===== src/rtl/dmem_pkg.sv =====
// Shared encodings for the byte-serial data RAM sequencer: access sizes, FSM states,
// bus owners and the load extension helper.
package dmem_pkg;

    localparam int unsigned DATA_W = 32;
    localparam int unsigned BYTE_W = 8;
    localparam int unsigned ASM_W  = 24;

    typedef enum logic [1:0] {
        SZ_BYTE = 2'b00,
        SZ_HALF = 2'b01,
        SZ_WORD = 2'b10
    } size_e;

    typedef enum logic [1:0] {
        IDLE = 2'b00,
        XFER = 2'b01,
        DONE = 2'b10
    } state_e;

    typedef enum logic {
        OWN_CPU = 1'b0,
        OWN_DBG = 1'b1
    } owner_e;

    // Index of the final byte of an access; the 2'b11 encoding behaves as a word.
    function automatic logic [1:0] last_idx(input logic [1:0] size);
        logic [1:0] res;
        case (size)
            SZ_BYTE: res = 2'd0;
            SZ_HALF: res = 2'd1;
            default: res = 2'd3;
        endcase
        return res;
    endfunction

    function automatic logic [DATA_W-1:0] extend_load(input logic [1:0]        size,
                                                      input logic              sgn,
                                                      input logic [DATA_W-1:0] raw);
        logic [DATA_W-1:0] res;
        case (size)
            SZ_BYTE: res = {{24{sgn & raw[7]}}, raw[7:0]};
            SZ_HALF: res = {{16{sgn & raw[15]}}, raw[15:0]};
            default: res = raw;
        endcase
        return res;
    endfunction

endpackage


===== src/rtl/dmem_rr_arbiter.sv =====
// Two-requester round-robin arbiter (CPU vs debug) holding the last-served owner.
// Only instantiated when DMEM_DBG_PORT_EN is defined.
module dmem_rr_arbiter
    import dmem_pkg::*;
(
    input  logic clk,
    input  logic reset,
    input  logic en_i,
    input  logic cpu_req_i,
    input  logic dbg_req_i,
    output logic cpu_gnt_o,
    output logic dbg_gnt_o
);

    owner_e last_owner_q, last_owner_d;
    logic   cpu_gnt_c, dbg_gnt_c;

    // On a tie the port that was not served last wins.
    always_comb begin
        cpu_gnt_c    = 1'b0;
        dbg_gnt_c    = 1'b0;
        last_owner_d = last_owner_q;
        if (en_i) begin
            if (cpu_req_i && dbg_req_i) begin
                if (last_owner_q == OWN_DBG) cpu_gnt_c = 1'b1;
                else                         dbg_gnt_c = 1'b1;
            end else if (cpu_req_i) begin
                cpu_gnt_c = 1'b1;
            end else if (dbg_req_i) begin
                dbg_gnt_c = 1'b1;
            end
            if (cpu_gnt_c)      last_owner_d = OWN_CPU;
            else if (dbg_gnt_c) last_owner_d = OWN_DBG;
        end
    end

    always_ff @(posedge clk) begin
        if (reset) last_owner_q <= OWN_DBG;
        else       last_owner_q <= last_owner_d;
    end

    assign cpu_gnt_o = cpu_gnt_c;
    assign dbg_gnt_o = dbg_gnt_c;

endmodule


===== src/rtl/dmem_byte_sequencer.sv =====
// Sequences byte/half/word MEM-stage accesses as big-endian single-byte RAM cycles.
// Define DMEM_DBG_PORT_EN to add the debug/loader word port and round-robin arbitration.
module dmem_byte_sequencer
    import dmem_pkg::*;
#(
    parameter int unsigned ADDR_W = 8
) (
    input  logic              clk,
    input  logic              reset,
    input  logic              cpu_req,
    input  logic              cpu_we,
    input  logic [1:0]        cpu_size,
    input  logic              cpu_signed,
    input  logic [ADDR_W-1:0] cpu_addr,
    input  logic [DATA_W-1:0] cpu_wdata,
    output logic [DATA_W-1:0] cpu_rdata,
    output logic              cpu_stall,
`ifdef DMEM_DBG_PORT_EN
    input  logic              dbg_req,
    input  logic              dbg_we,
    input  logic [ADDR_W-1:0] dbg_addr,
    input  logic [DATA_W-1:0] dbg_wdata,
    output logic              dbg_gnt,
    output logic              dbg_done,
    output logic [DATA_W-1:0] dbg_rdata,
`endif
    output logic [ADDR_W-1:0] ram_addr,
    output logic              ram_we,
    output logic [BYTE_W-1:0] ram_wdata,
    input  logic [BYTE_W-1:0] ram_rdata
);

    state_e            state_q, state_d;
    logic [1:0]        idx_q, idx_d;
    owner_e            owner_q;
    logic              we_q, sgn_q;
    logic [1:0]        size_q;
    logic [ADDR_W-1:0] addr_q;
    logic [DATA_W-1:0] wdata_q;
    logic [ASM_W-1:0]  asm_q;
    logic [DATA_W-1:0] cpu_rdata_q;

    logic              idle_c, cpu_gnt_c, dbg_gnt_c, accept_c, last_c;
    logic [1:0]        sel_c;
    logic [DATA_W-1:0] load_c;
    owner_e            req_owner_c;
    logic              req_we_c, req_sgn_c;
    logic [1:0]        req_size_c;
    logic [ADDR_W-1:0] req_addr_c;
    logic [DATA_W-1:0] req_wdata_c;

    assign idle_c   = (state_q == IDLE) && !reset;
    assign accept_c = cpu_gnt_c | dbg_gnt_c;
    assign last_c   = (idx_q == last_idx(size_q));
    assign sel_c    = last_idx(size_q) - idx_q;
    assign load_c   = extend_load(size_q, sgn_q, {asm_q, ram_rdata});

`ifdef DMEM_DBG_PORT_EN
    logic [DATA_W-1:0] dbg_rdata_q;

    dmem_rr_arbiter u_arb (
        .clk       (clk),
        .reset     (reset),
        .en_i      (idle_c),
        .cpu_req_i (cpu_req),
        .dbg_req_i (dbg_req),
        .cpu_gnt_o (cpu_gnt_c),
        .dbg_gnt_o (dbg_gnt_c)
    );

    // Debug accesses are always unsigned words.
    always_comb begin
        req_owner_c = OWN_CPU;
        req_we_c    = cpu_we;
        req_size_c  = cpu_size;
        req_sgn_c   = cpu_signed;
        req_addr_c  = cpu_addr;
        req_wdata_c = cpu_wdata;
        if (dbg_gnt_c) begin
            req_owner_c = OWN_DBG;
            req_we_c    = dbg_we;
            req_size_c  = 2'(SZ_WORD);
            req_sgn_c   = 1'b0;
            req_addr_c  = dbg_addr;
            req_wdata_c = dbg_wdata;
        end
    end

    always_ff @(posedge clk) begin
        if (reset) begin
            dbg_rdata_q <= '0;
        end else if (state_q == XFER && !we_q && last_c && owner_q == OWN_DBG) begin
            dbg_rdata_q <= load_c;
        end
    end

    assign dbg_gnt   = dbg_gnt_c;
    assign dbg_done  = (state_q == DONE) && (owner_q == OWN_DBG) && !reset;
    assign dbg_rdata = dbg_rdata_q;
`else
    assign cpu_gnt_c   = idle_c && cpu_req;
    assign dbg_gnt_c   = 1'b0;
    assign req_owner_c = OWN_CPU;
    assign req_we_c    = cpu_we;
    assign req_size_c  = cpu_size;
    assign req_sgn_c   = cpu_signed;
    assign req_addr_c  = cpu_addr;
    assign req_wdata_c = cpu_wdata;
`endif

    // FSM state register.
    always_ff @(posedge clk) begin
        if (reset) begin
            state_q <= IDLE;
            idx_q   <= '0;
        end else begin
            state_q <= state_d;
            idx_q   <= idx_d;
        end
    end

    // FSM next state.
    always_comb begin
        state_d = state_q;
        idx_d   = idx_q;
        case (state_q)
            IDLE: begin
                if (accept_c) begin
                    state_d = XFER;
                    idx_d   = '0;
                end
            end
            XFER: begin
                if (last_c) begin
                    state_d = DONE;
                    idx_d   = '0;
                end else begin
                    idx_d = idx_q + 2'd1;
                end
            end
            DONE:    state_d = IDLE;
            default: state_d = IDLE;
        endcase
    end

    // FSM outputs; the write strobe is cut during reset so an aborted store stops at once.
    always_comb begin
        ram_addr  = '0;
        ram_we    = 1'b0;
        ram_wdata = '0;
        if (state_q == XFER) begin
            ram_addr = addr_q + ADDR_W'(idx_q);
            if (we_q) begin
                ram_we    = !reset;
                ram_wdata = wdata_q[{sel_c, 3'b000} +: BYTE_W];
            end
        end
        cpu_stall = cpu_req && !reset && !((state_q == DONE) && (owner_q == OWN_CPU));
    end

    // Request latch and load assembly; results land on the edge entering DONE.
    always_ff @(posedge clk) begin
        if (reset) begin
            owner_q     <= OWN_CPU;
            we_q        <= 1'b0;
            size_q      <= '0;
            sgn_q       <= 1'b0;
            addr_q      <= '0;
            wdata_q     <= '0;
            asm_q       <= '0;
            cpu_rdata_q <= '0;
        end else if (accept_c) begin
            owner_q <= req_owner_c;
            we_q    <= req_we_c;
            size_q  <= req_size_c;
            sgn_q   <= req_sgn_c;
            addr_q  <= req_addr_c;
            wdata_q <= req_wdata_c;
            asm_q   <= '0;
        end else if (state_q == XFER && !we_q) begin
            asm_q <= {asm_q[ASM_W-BYTE_W-1:0], ram_rdata};
            if (last_c && owner_q == OWN_CPU) cpu_rdata_q <= load_c;
        end
    end

    assign cpu_rdata = cpu_rdata_q;

endmodule


===== config.mk =====
export PLATFORM = sky130hd
export DESIGN_NAME = dmem_byte_sequencer
export DESIGN_NICKNAME = d
export VERILOG_FILES = /design/src/rtl/dmem_pkg.sv /design/src/rtl/dmem_rr_arbiter.sv /design/src/rtl/dmem_byte_sequencer.sv
export SDC_FILE = /design/constraint.sdc
export NUM_CORES = 1
export LEC_CHECK = 0
export ABC_CLOCK_PERIOD_IN_PS = 6250
export CORE_ASPECT_RATIO = 0.7
export CORE_UTILIZATION = 53
export DETAILED_ROUTE_END_ITERATION = 6
export GPL_ROUTABILITY_DRIVEN = 0
export PLACE_DENSITY_LB_ADDON = 0.05
export SLEW_MARGIN = 20
export SYNTH_ARGS = -nofsm -noshare
export SYNTH_HDL_FRONTEND = slang
export SYNTH_HIERARCHICAL = 1
export SYNTH_SLANG_ARGS = --single-unit

===== constraint.sdc =====
create_clock -name clk -period 6.25 [get_ports clk]
set_input_delay 1.25 -clock clk [delete_from_list [all_inputs] [get_ports clk]]
set_output_delay 1.25 -clock clk [all_outputs]
set_load 0.005 [all_outputs]

==> impl_results.html <==
<table>
<tr><th>Metric</th><th>Value</th></tr>
<tr><th colspan="2">Final layout</th></tr>
<tr><td>Area overhead of the layout relative to synthesis</td><td>29.7%</td></tr>
<tr><td>Nets@finish</td><td>roughly 670</td></tr>
<tr><td>Filler instances</td><td>653</td></tr>
<tr><td>Fin cells</td><td>about 700</td></tr>
<tr><td>N_diodes</td><td>0</td></tr>
<tr><td>Fraction of final layout cells sized beyond drive strength 1</td><td>under 10%</td></tr>
<tr><td>Area of the multi-input gates</td><td>~0.0021 sq mm</td></tr>
<tr><td>Area used by sequential logic in the layout</td><td>between 0.002 and 0.0025 sq mm</td></tr>
<tr><th colspan="2">Floorplan</th></tr>
<tr><td>Vertical extent of the die</td><td>approximately 80 um</td></tr>
<tr><td>Standard cell core area</td><td>~0.008 sq mm</td></tr>
<tr><td>Row count</td><td>27</td></tr>
<tr><td>Starting Density</td><td>55.4%</td></tr>
<tr><td>Die width</td><td>roughly 110 um</td></tr>
<tr><td>Die Area</td><td>just under 0.009 sq mm</td></tr>
<tr><td>I/O pin count</td><td>105</td></tr>
<tr><th colspan="2">Power and ir drop</th></tr>
<tr><td>Share of total power consumed by net switching</td><td>between 20 and 25%</td></tr>
<tr><td>Lkg Pwr</td><td>1.89 nW</td></tr>
<tr><td>Power Internal</td><td>1.06 mW</td></tr>
<tr><td>Part of the power in combinational logic</td><td>13.4%</td></tr>
<tr><td>Clock Power Share</td><td>around 36%</td></tr>
<tr><td>P_sw</td><td>around 0.35 mW</td></tr>
<tr><td>Total power</td><td>1.41 mW</td></tr>
<tr><td>Worst vdd ir</td><td>~170 uV</td></tr>
<tr><td>Power per cell area</td><td>246 mW/mm^2</td></tr>
<tr><td>Flop pwr share</td><td>50.7%</td></tr>
<tr><th colspan="2">Place</th></tr>
<tr><td>Post-Place Setup Slack</td><td>around 1500 ps</td></tr>
<tr><td>Post-placement cell count</td><td>between 600 and 700</td></tr>
<tr><td>HPWL reported at the end of detailed placement</td><td>a little over 7000 um</td></tr>
<tr><td>Port-buffer cells</td><td>104</td></tr>
<tr><th colspan="2">Detailed routing</th></tr>
<tr><td>Routed via count divided by cell count</td><td>5.66</td></tr>
<tr><td>Routed via count</td><td>between 4000 and 5000</td></tr>
<tr><td>Number of antenna-violating nets in the routed design</td><td>0</td></tr>
<tr><td>Final Routed Wirelength</td><td>10900 um</td></tr>
<tr><td>Router iterations before antenna repair</td><td>7</td></tr>
<tr><td>Wire length per cell after detailed routing</td><td>around 15 um</td></tr>
<tr><td>Post-route DRC violation count</td><td>20</td></tr>
<tr><td>Initial detailed-routing violation count</td><td>slightly below 300</td></tr>
<tr><th colspan="2">CTS</th></tr>
<tr><td>Skew-Pair Late Insertion Delay</td><td>350 ps</td></tr>
<tr><td>Cell chosen for the clock root</td><td>clkbuf_16</td></tr>
<tr><td>CTS max path bufs</td><td>2</td></tr>
<tr><td>CTS tree</td><td>yes</td></tr>
<tr><td>H-tree lvl count</td><td>3</td></tr>
<tr><td>Clock buffers created by TritonCTS</td><td>9</td></tr>
<tr><td>Number of cells upsized or downsized after cts</td><td>0</td></tr>
<tr><td>Clock-pin slew of the registers on the worst-case setup and hold paths</td><td>60 ps</td></tr>
<tr><td>Sinks on the clock net</td><td>around 100</td></tr>
<tr><td>Post-CTS Setup Inserts</td><td>0</td></tr>
<tr><td>Number of buffers added to fix hold violations after cts</td><td>0</td></tr>
<tr><th colspan="2">Yosys</th></tr>
<tr><td>Post-synth top cells</td><td>153 x nand2_1, 104 x dfxtp_1, 91 x a21oi_1</td></tr>
<tr><td>Synth Net Count</td><td>about 590</td></tr>
<tr><td>Ys async rst share</td><td>0%</td></tr>
<tr><td>Cell with the most instances after synthesis</td><td>nand2_1</td></tr>
<tr><td>Area share of the largest cell type after synthesis</td><td>47.2%</td></tr>
<tr><td>Distinct cell type count after synthesis</td><td>43</td></tr>
<tr><td>Cell count after synthesis</td><td>529</td></tr>
<tr><td>Number of flops mapped to enable cells by yosys</td><td>0</td></tr>
<tr><td>Synth Cell Area</td><td>approximately 0.0044 sq mm</td></tr>
<tr><td>Largest area contributor in the netlist</td><td>dfxtp_1</td></tr>
<tr><td>Count of state elements after synthesis</td><td>~100</td></tr>
<tr><td>Mean instance size in the synthesized netlist</td><td>8.34 sq um</td></tr>
<tr><td>Dominant cells by area after synthesis</td><td>dfxtp_1 47%, nand2_1 13%, a21oi_1 10%, a221oi_1 3.2%, mux4_2 3.1%</td></tr>
<tr><td>Ys Warns</td><td>6</td></tr>
<tr><td>Most used flip-flop cell after synthesis</td><td>dfxtp_1</td></tr>
<tr><td>Sequential cell area fraction in the yosys report</td><td>47.2%</td></tr>
<tr><th colspan="2">GRT</th></tr>
<tr><td>Vias in the first global route</td><td>about 3800</td></tr>
<tr><td>Gr usage total</td><td>roughly a quarter</td></tr>
<tr><td>M2 GR Usage</td><td>42.0%</td></tr>
<tr><td>GR Util met1</td><td>36.4%</td></tr>
<tr><td>Pin count of the biggest net entering global routing</td><td>between 60 and 70</td></tr>
<tr><td>Number of antenna violations at the first check in global routing</td><td>0</td></tr>
<tr><td>Total gr overflow</td><td>0</td></tr>
<tr><td>Wire length of the first global-routing pass</td><td>18500 um</td></tr>
<tr><td>Highest-utilization routing layer at the global route stage</td><td>met2</td></tr>
<tr><td>GR Layer Usage met3</td><td>between 6 and 7%</td></tr>
<tr><th colspan="2">Timing</th></tr>
<tr><td>Tightest hold margin</td><td>roughly 450 ps</td></tr>
<tr><td>Setup ws final</td><td>1100 ps</td></tr>
<tr><td>Worst slew margin</td><td>37.1%</td></tr>
<tr><td>Fmax achieved</td><td>slightly below 0.2 GHz</td></tr>
<tr><td>Final period util</td><td>slightly above 80%</td></tr>
<tr><td>Final Max Tran Viols</td><td>0</td></tr>
<tr><td>Worst Tran Pin Value</td><td>944 ps</td></tr>
<tr><td>RSZ-0062 raised after global routing</td><td>false</td></tr>
<tr><td>Setup violation total in the final timing report</td><td>0</td></tr>
<tr><td>Count of final hold-check violations</td><td>0</td></tr>
<tr><td>Setup TNS</td><td>0 ps</td></tr>
<tr><td>Final worst path period need</td><td>approximately 5100 ps</td></tr>
<tr><td>Final clock skew</td><td>about 8.2 ps</td></tr>
<tr><th colspan="2">Min path</th></tr>
<tr><td>Type of the most critical hold path</td><td>flop to flop</td></tr>
<tr><th colspan="2">Setup path</th></tr>
<tr><td>Required @ worst endpoint</td><td>approximately 5000 ps</td></tr>
<tr><td>Highest-delay cell along the critical path</td><td>dfxtp_1</td></tr>
<tr><td>Max incr delay on CP</td><td>about 900 ps</td></tr>
<tr><td>Worst endpoint data arrival time</td><td>around 3900 ps</td></tr>
<tr><td>Sequence of cells on the critical path</td><td>or2_2 -&gt; inv_1 -&gt; ha_1 -&gt; inv_2 -&gt; mux4_1 -&gt; nor2b_1 -&gt; clkdlybuf4s50_1</td></tr>
<tr><td>CP startpoint kind</td><td>flop</td></tr>
<tr><td>CP endpoint kind</td><td>output pin</td></tr>
<tr><td>Top fanout value on the critical path</td><td>23</td></tr>
<tr><td>Setup Crit Path Kind</td><td>flop to output pin</td></tr>
<tr><th colspan="2">Run status</th></tr>
<tr><td>Outcome</td><td>finished with violations</td></tr>
<tr><td>Failing checks</td><td>DRC</td></tr>
<tr><th colspan="2">Job</th></tr>
<tr><td># Max-Cap Violations</td><td>0</td></tr>
</table>
sequential cells by signal, summed over array words and instances (netlist names):
name	count
wdata_q	32
cpu_rdata	32
we_q	1
size_q	2
addr_q	8
sgn_q	1
idx_q	2
asm_q	24
state_q	2
worst paths after layout:
| check | from | endpoint | slack, ps | depth (start not counted) |
|---|---|---|---|---|
| setup / recovery | size_q[1]$_SDFFE_PP0P_ | ram_wdata[1] | 1100 | 7 |
| hold / removal | wdata_q[4]$_SDFFE_PP0P_ | wdata_q[4]$_SDFFE_PP0P_ | 450 | 2 |
| setup reg to reg | size_q[1]$_SDFFE_PP0P_ | cpu_rdata[25]$_SDFFE_PP0P_ | 2540 | 6 |
| hold reg to reg | wdata_q[4]$_SDFFE_PP0P_ | wdata_q[4]$_SDFFE_PP0P_ | 450 | 2 |
layout by cell type (no fill, tap or decap), types with 5 or more instances in the layout:
cell type        instances
a211oi_1                10
buf_4                    5
a31oi_1                  8
clkdlybuf4s50_1        103
nor2b_1                 10
o31ai_1                  9
dfxtp_1                104
nand2_1                153
a221oi_1                16
mux4_2                   6
a21oi_1                 91
nand4_1                  9
clkbuf_16                9
inv_1                   23
power by group through the flow:
stage / sequential [mW] / clock (mW) / combinational, mW
2_1_floorplan: 0.722 / 0 / 0.104
3_3_place_gp: 0.726 / 0 / 0.183
3_5_place_dp: 0.727 / 0 / 0.187
4_1_cts: 0.713 / 0.512 / 0.188
5_1_grt: 0.717 / 0.538 / 0.205
6_report: 0.713 / 0.506 / 0.188
layer usage:
| metal | vias up | wire length [um] |
|---|---|---|
| li1 | 1977 | - |
| met1 | 1898 | 5200 |
| met2 | 136 | 4920 |
| met3 | 11 | 639 |
| met4 | 0 | 102 |
| met5 | - | 0 |
critical path, delay by kind of cell (launching register included):
kind / cells / cell delay (ps)
simple gates: 2 / 470
mux: 1 / 600
fa+ha+maj: 1 / 550
buf+inv: 3 / 1040
flops: 1 / 880
cells by family after synthesis:
group	Yosys count	synth area share, %
xor+xnor	5	1.50
fa+ha+maj	4	1.30
simple gates	197	19.6
compound gates	144	19.9
flops	104	47.2
buf+inv	66	5.98
mux	9	4.51
metrics by stage:
step                      instance area [sq um]  utilization, %
after floorplan                            4410               -
after global placement                     5450            68.4
after detailed placement                   5450            68.4
after CTS                                  5720            71.7
after global routing                       5720            71.8
final                                      5720            71.8
layout make-up:
class                      instances  area share [%]
multi-input combinational        359            36.5
sequential                       104            36.4
timing repair buffer             109            18.8
clock buffer                      11            4.24
tap                              101            2.21
inverter                          24            1.57
clock inverter                     3           0.350
(Power assumes the default switching activity.)
